`config.mk`:
```
export PLATFORM = sky130hd
export DESIGN_NAME = mix_col_enc_seq
export DESIGN_NICKNAME = d
export VERILOG_FILES = /design/src/rtl/mix_col_enc_seq.sv
export SDC_FILE = /design/constraint.sdc
export NUM_CORES = 1
export LEC_CHECK = 0
export CAP_MARGIN = 20
export CORE_ASPECT_RATIO = 0.9
export CORE_MARGIN = 2
export CORE_UTILIZATION = 39
export CTS_BUF_LIST = sky130_fd_sc_hd__clkbuf_2 sky130_fd_sc_hd__clkbuf_4 sky130_fd_sc_hd__clkbuf_8
export DETAILED_ROUTE_END_ITERATION = 8
export PLACE_DENSITY = 0.81
export SKIP_CTS_REPAIR_TIMING = 1
export SYNTH_ARGS = -nofsm -noshare
export SYNTH_HDL_FRONTEND = slang
export SYNTH_SLANG_ARGS = --single-unit
export TNS_END_PERCENT = 20
```
`constraint.sdc`:
```
create_clock -name Clk -period 3.46 [get_ports Clk]
set_input_delay 0.692 -clock Clk [delete_from_list [all_inputs] [get_ports Clk]]
set_output_delay 0.692 -clock Clk [all_outputs]
set_load 0.02 [all_outputs]
```
`src/rtl/mix_col_enc_seq.sv`:
```
`default_nettype none
// ============================================================================
// Module   : mix_col_enc_seq
// Brief    : Forward AES MixColumns, COLS_PER_CYCLE columns per clock, with
//            valid/ready handshakes and per-state bypass for the final round.
// Revision : 1.0 - initial release
// ============================================================================
module mix_col_enc_seq #(
   parameter int COLS_PER_CYCLE = 1
) (
   input  logic         Clk,
   input  logic         RstN,
   input  logic         InValid,
   output logic         InReady,
   input  logic [127:0] DataIn,
   input  logic         Bypass,
   output logic         OutValid,
   input  logic         OutReady,
   output logic [127:0] DataOut
);

   localparam int       c_numGroups = 4 / COLS_PER_CYCLE;
   localparam int       c_grpW      = 32 * COLS_PER_CYCLE;
   localparam bit [1:0] c_lastCnt   = 2'(c_numGroups - 1);

   generate
      if (COLS_PER_CYCLE != 1 && COLS_PER_CYCLE != 2 && COLS_PER_CYCLE != 4) begin : g_badColsPerCycle
         $error("mix_col_enc_seq: COLS_PER_CYCLE must be 1, 2 or 4");
      end
   endgenerate

   typedef enum logic [1:0] {
      IDLE = 2'd0,
      BUSY = 2'd1,
      DONE = 2'd2
   } state_t;

   state_t              r_state;
   logic [1:0]          r_cnt;
   logic [127:0]        r_work;
   logic                r_outValid;
   logic [c_grpW-1:0]   w_grpIn;
   logic [c_grpW-1:0]   w_grpOut;
   logic                w_accept;

   function automatic logic [7:0] xtime(input logic [7:0] x);
      return {x[6:0], 1'b0} ^ (x[7] ? 8'h1B : 8'h00);
   endfunction

   function automatic logic [31:0] mixColumn(input logic [31:0] a);
      logic [7:0] a0, a1, a2, a3;
      a0 = a[31:24];
      a1 = a[23:16];
      a2 = a[15:8];
      a3 = a[7:0];
      return {xtime(a0) ^ xtime(a1) ^ a1 ^ a2 ^ a3,
              a0 ^ xtime(a1) ^ xtime(a2) ^ a2 ^ a3,
              a0 ^ a1 ^ xtime(a2) ^ xtime(a3) ^ a3,
              xtime(a0) ^ a0 ^ a1 ^ a2 ^ xtime(a3)};
   endfunction

   // Column group r_cnt occupies a contiguous slice, col0 at the MSB end.
   assign w_grpIn = r_work[127 - c_grpW*r_cnt -: c_grpW];

   generate
      for (genvar k = 0; k < COLS_PER_CYCLE; k++) begin : g_mixCol
         assign w_grpOut[c_grpW-1-32*k -: 32] = mixColumn(w_grpIn[c_grpW-1-32*k -: 32]);
      end
   endgenerate

   // Gated by RstN so nothing is offered upstream while held in reset.
   assign InReady  = RstN && ((r_state == IDLE) || ((r_state == DONE) && OutReady));
   assign w_accept = InValid && InReady;

   always_ff @(posedge Clk or negedge RstN) begin
      if (!RstN) begin
         r_state    <= IDLE;
         r_cnt      <= 2'd0;
         r_work     <= '0;
         r_outValid <= 1'b0;
      end else if (w_accept) begin
         r_work     <= DataIn;
         r_cnt      <= 2'd0;
         r_state    <= Bypass ? DONE : BUSY;
         r_outValid <= Bypass;
      end else begin
         case (r_state)
            BUSY: begin
               r_work[127 - c_grpW*r_cnt -: c_grpW] <= w_grpOut;
               if (r_cnt == c_lastCnt) begin
                  r_cnt      <= 2'd0;
                  r_state    <= DONE;
                  r_outValid <= 1'b1;
               end else begin
                  r_cnt <= r_cnt + 2'd1;
               end
            end
            DONE: begin
               if (OutReady) begin
                  r_state    <= IDLE;
                  r_outValid <= 1'b0;
               end
            end
            IDLE: ;
            default: begin
               r_state    <= IDLE;
               r_outValid <= 1'b0;
            end
         endcase
      end
   end

   assign OutValid = r_outValid;
   assign DataOut  = r_work;

endmodule
`default_nettype wire
```
==> flow_summary.json, run 1 <==
{
  "synth.cell_area_um2": 7530,
  "worst_pin_slew_ns": 1.05,
  "maxCapViolCount": 0,
  "tns_ns": 0,
  "viasPerCell": 5.97,
  "synth_warnings": 0,
  "grt-ovfl-total": 0,
  "rsz0062_at_grt": "no",
  "drc": 0,
  "placement.io_buffers": 262,
  "slew_violations": 0,
  "layout_min_cycle_time_ns": 2.96,
  "cp_data_arrival_time_ns": 2.27,
  "max_stage_delay_ns": 0.59,
  "hp-class": "primary input to async pin",
  "row_count": 48,
  "cts-htree-levels": 4,
  "syn_inst": 580,
  "n_fill_cell": 1520,
  "clock-root-buffer": "clkbuf_8",
  "max_freq_ghz": 0.338,
  "synthArstFlopShare": 1.00,
  "synthMuxAreaShare": 0.0966,
  "slew_headroom": 0.298,
  "clock-sinks": 132,
  "grt_usage": 0.258,
  "synth-edff-count": 0,
  "drt_wl_total_mm": 26.2,
  "worstSkewPairLatency_ns": 0.46,
  "dieArea_um2": 20400,
  "grt_start_max_net_pins": 69,
  "hold_violations": 0,
  "cts_buffers": 17,
  "synth_fa_ha_area_frac": 0.00664,
  "synth-seq-cells": 132,
  "status": "finished, final reports clean",
  "crit_type": "primary input to primary output",
  "synth-seq-area-share": 0.438,
  "critical_path_required_ns": 2.77,
  "cpMaxStageDelayCell": "clkdlybuf4s50_1",
  "ys.flop_type": "dfrtp_1",
  "cts_tree": "done",
  "crit_chain": "clkdlybuf4s50_1, nand2b_1, and3_1, clkdlybuf4s50_1",
  "io_pins": 263,
  "end_kind": "primary output",
  "drt-initial-drc-count": 617,
  "antenna_left": 0,
  "core-area_um2": 19000,
  "grt_pass1_wl_mm": 39.1,
  "start_util": 0.396,
  "path_max_fanout": 6,
  "drive_gt1_frac": 0.124,
  "post-dp-hpwl_mm": 19.3,
  "synth_compound_area_frac": 0.221,
  "routabilityCongestion": 0.888,
  "antenna_found_initial": 0,
  "via_count": 6540,
  "drt-pass1-iter-count": 5,
  "synth_top_family_by_area": "compound AO/OA/AOI/OAI gates",
  "synth_nets": 717,
  "area_growth_pct": 44.9,
  "critPathLaunchType": "primary input",
  "die_h_um": 136,
  "ys_types": 34,
  "die-width_um": 151,
  "antenna_cells": 0,
  "synth_xor_area_frac": 0.191,
  "grt_pass1_vias": 6633,
  "clk_path_buf_depth": 2,
  "crit_path_frequent_cell": "clkdlybuf4s50_1",
  "synth_simple_gate_area_frac": 0.0135,
  "avgSynthCellArea_um2": 13.0,
  "ff2ff_setup_slack_ns": 0.69,
  "fin_skew_ns": 0.00910,
  "setup_violations": 0,
  "period_share": 0.856,
  "wl_per_cell_um": 23.9,
  "cts.clk_slew.worst_paths_ns": 0.08,
  "final_nets": 970
}
[cells in the mapped netlist (3+ instances only)]
library cell,count,share of area
buf_4,3,0.0030
o21ai_0,47,0.031
mux4_2,30,0.090
xor2_1,10,0.012
xor3_1,14,0.044
xnor3_1,30,0.090
xnor2_1,9,0.010
clkbuf_1,39,0.019
a32oi_1,3,0.0035
dfrtp_1,132,0.44
a22oi_1,128,0.13
inv_1,3,0.0015
a21oi_1,3,0.0020
ha_1,4,0.0066
xnor2_2,7,0.015
o21ai_1,82,0.054
buf_2,5,0.0033
xnor2_4,5,0.018
nand2b_1,3,0.0025
[worst max-delay path, delay by kind of cell]
kind | cells | cell delay (ns)
simple gates | 2 | 0.51
buf+inv | 2 | 1.07
[path summary, 6_finish.rpt]
path / cells after the start / to / startpoint
max: 4 / InReady / OutReady
min reg2reg: 1 / r_state[1] / r_state[0]
max in group asynchronous: 2 / DataOut[93] / RstN
min: 1 / DataOut[110] / RstN
max reg2reg: 5 / DataOut[7] / r_cnt[1]
min in group Clk: 1 / r_state[1] / r_state[0]
[sequential cells by signal (all words and copies together) (netlist names)]
| register | count |
|---|---|
| r_state | 2 |
| DataOut | 128 |
| r_cnt | 2 |
[cell type report]
class,instances,area [um^2],area share
inverter,3,11.3,0.00103
multi-input combinational,395,4030,0.369
clock buffer,18,241,0.0221
timing repair buffer,284,2810,0.258
sequential,132,3310,0.303
tap,250,313,0.0286
clock inverter,14,209,0.0191
[metrics by stage]
step / hold slack (ns) / cells / worst slack (ns) / util / cell area [um^2]
after detailed placement: 0.514 / 1064 / 0.468 / 0.550 / 10500
after global placement: 0.507 / 1064 / 0.527 / 0.550 / 10500
after global routing: 0.0615 / 1096 / 0.440 / 0.574 / 10900
after floorplan: 0.396 / 580 / 1.27 / - / 7530
after CTS: 0.0558 / 1096 / 0.503 / 0.574 / 10900
final: 0.0692 / 1096 / 0.498 / 0.574 / 10900
[per-layer routing]
layer | global-route usage | vias up | routed length, um
met4 | 0.0865 | 0 | 546
met2 | 0.416 | 454 | 12600
met3 | 0.0668 | 51 | 2730
li1 | - | 2785 | -
met1 | 0.342 | 3250 | 10300
met5 | 0 | - | 0
[logic make-up (layout without fill, tap and decap cells)]
| kind of cell | Yosys count | count (layout) |
|---|---|---|
| AOI/OAI and AO/OA | 265 | 265 |
| DFF | 132 | 132 |
| xor gates and xnor gates | 76 | 76 |
| buffers and inverters | 53 | 319 |
| muxes | 32 | 32 |
| and+or+nand+nor | 18 | 18 |
| adders and majority gates | 4 | 4 |
[cells in the final DEF (no fill, tap or decap), types with 3 or more instances in the layout]
cell / instances
xor2_1: 10
dfrtp_1: 130
inv_1: 3
xnor2_2: 7
bufinv_16: 5
clkdlybuf4s50_1: 261
buf_4: 20
o21ai_0: 47
a32oi_2: 3
ha_1: 4
nand2b_1: 3
xnor2_1: 9
mux4_2: 30
xnor2_4: 5
xor3_1: 14
clkinv_2: 5
o21ai_1: 82
a21oi_1: 3
a22oi_1: 128
xnor3_1: 30
clkbuf_8: 17
Power of run 1 is left out: the tool's default activity adds up to more than one toggle a clock period on the data nets, which glitch-free logic cannot reach.
==> run 2: changes to the inputs <==
Settings changed: ABC_CLOCK_PERIOD_IN_PS set to 3460, CTS_BUF_LIST sky130_fd_sc_hd__clkbuf_2 sky130_fd_sc_hd__clkbuf_4 sky130_fd_sc_hd__clkbuf_8 to sky130_fd_sc_hd__clkbuf_4 sky130_fd_sc_hd__clkbuf_8 sky130_fd_sc_hd__clkbuf_16.
==> flow_summary.json, run 2 (synthesized netlist as in run 1, its figures left out) <==
{
  "status": "finished, final reports clean",
  "drt_wl_total_mm": 26.4,
  "layout_min_cycle_time_ns": 2.96,
  "max_freq_ghz": 0.338,
  "n_fill_cell": 1495,
  "routabilityCongestion": 0.888,
  "antenna_left": 0,
  "largest_register_ffs": 128,
  "grt_start_max_net_pins": 69,
  "cts_tree": "done",
  "grt-ovfl-total": 0,
  "worstSkewPairLatency_ns": 0.42,
  "utilization": 0.584,
  "antenna_cells": 0,
  "multiInputGateArea_um2": 4030,
  "clk_path_buf_depth": 2,
  "crit_type": "primary input to primary output",
  "placed_cells": 1064,
  "worst_pin_slew_ns": 1.07,
  "rsz0062_at_grt": "no",
  "path_max_fanout": 6,
  "register_area_um2": 3310,
  "post-dp-hpwl_mm": 19.3,
  "drt-pass1-iter-count": 5,
  "tns_ns": 0,
  "io_pins": 263,
  "end_kind": "primary output",
  "die-width_um": 151,
  "cts-htree-levels": 4,
  "area_growth_pct": 47.5,
  "antenna_found_initial": 0,
  "dpl_cell_area_um2": 10500,
  "period_share": 0.856,
  "grt_pass1_wl_mm": 39.3,
  "drt-initial-drc-count": 512,
  "row_count": 48,
  "hold_violations": 0,
  "die_h_um": 136,
  "final_area_um2": 11100,
  "cts_buffers": 17,
  "ff2ff_setup_slack_ns": 0.72,
  "grt_pass1_vias": 6628,
  "slew_headroom": 0.286,
  "wl_per_cell_um": 24.1,
  "final_cell_mix": "clkdlybuf4s50_1 (261), dfrtp_1 (130), a22oi_1 (128)",
  "grt_usage": 0.260,
  "viasPerCell": 5.95,
  "dieArea_um2": 20400,
  "start_util": 0.396,
  "core-area_um2": 19000,
  "cp_data_arrival_time_ns": 2.27,
  "hp-class": "primary input to async pin",
  "via_count": 6523,
  "slew_violations": 0,
  "drive_gt1_frac": 0.124,
  "final_nets": 970,
  "critPathLaunchType": "primary input",
  "clock-root-buffer": "clkbuf_16",
  "placement.io_buffers": 262,
  "setup_violations": 0,
  "fin_cells": 1096,
  "critical_path_required_ns": 2.77,
  "clock-sinks": 132,
  "maxCapViolCount": 0,
  "drc": 0,
  "fin_skew_ns": 0.00687,
  "cts.clk_slew.worst_paths_ns": 0.06,
  "final_common_cell": "clkdlybuf4s50_1"
}
-- run 2: cell type report --
class	count	area share
Multi-Input combinational cell	395	0.362
Sequential cell	132	0.297
Timing Repair Buffer	284	0.253
Clock buffer	18	0.0390
Tap cell	250	0.0282
Clock inverter	14	0.0188
Inverter	3	0.00101
-- run 2: per-stage QoR --
stage | worst slack [ns] | hold WS [ns]
3_3_place_gp | 0.527 | 0.507
5_1_grt | 0.440 | 0.112
4_1_cts | 0.503 | 0.108
3_5_place_dp | 0.468 | 0.514
2_1_floorplan | 1.27 | 0.396
6_report | 0.500 | 0.114
-- run 2: routing by layer --
metal,track usage,part of all wire,routed length [um],up-vias
li1,-,-,-,2788
met1,0.342,0.39,10400,3278
met2,0.422,0.49,12900,417
met3,0.0748,0.10,2720,40
met4,0.0729,0.017,460,0
met5,0,0,0,-
-- run 2: critical path, cell delays in order --
cell             delay, ns
clkdlybuf4s50_1       0.47
nand2b_1              0.31
and3_1                0.20
clkdlybuf4s50_1       0.59
-- run 2: worst paths after layout --
path,cells past startpoint,from,to
worst max-delay path,4,OutReady,InReady
worst min-delay path,1,RstN,DataOut[110]
worst max register to register,5,r_cnt[1],DataOut[71]
worst min register to register,1,r_state[0],r_state[1]
max in group asynchronous,2,RstN,DataOut[29]
min in group Clk,1,r_state[0],r_state[1]
Power of run 2 is left out for the same reason.
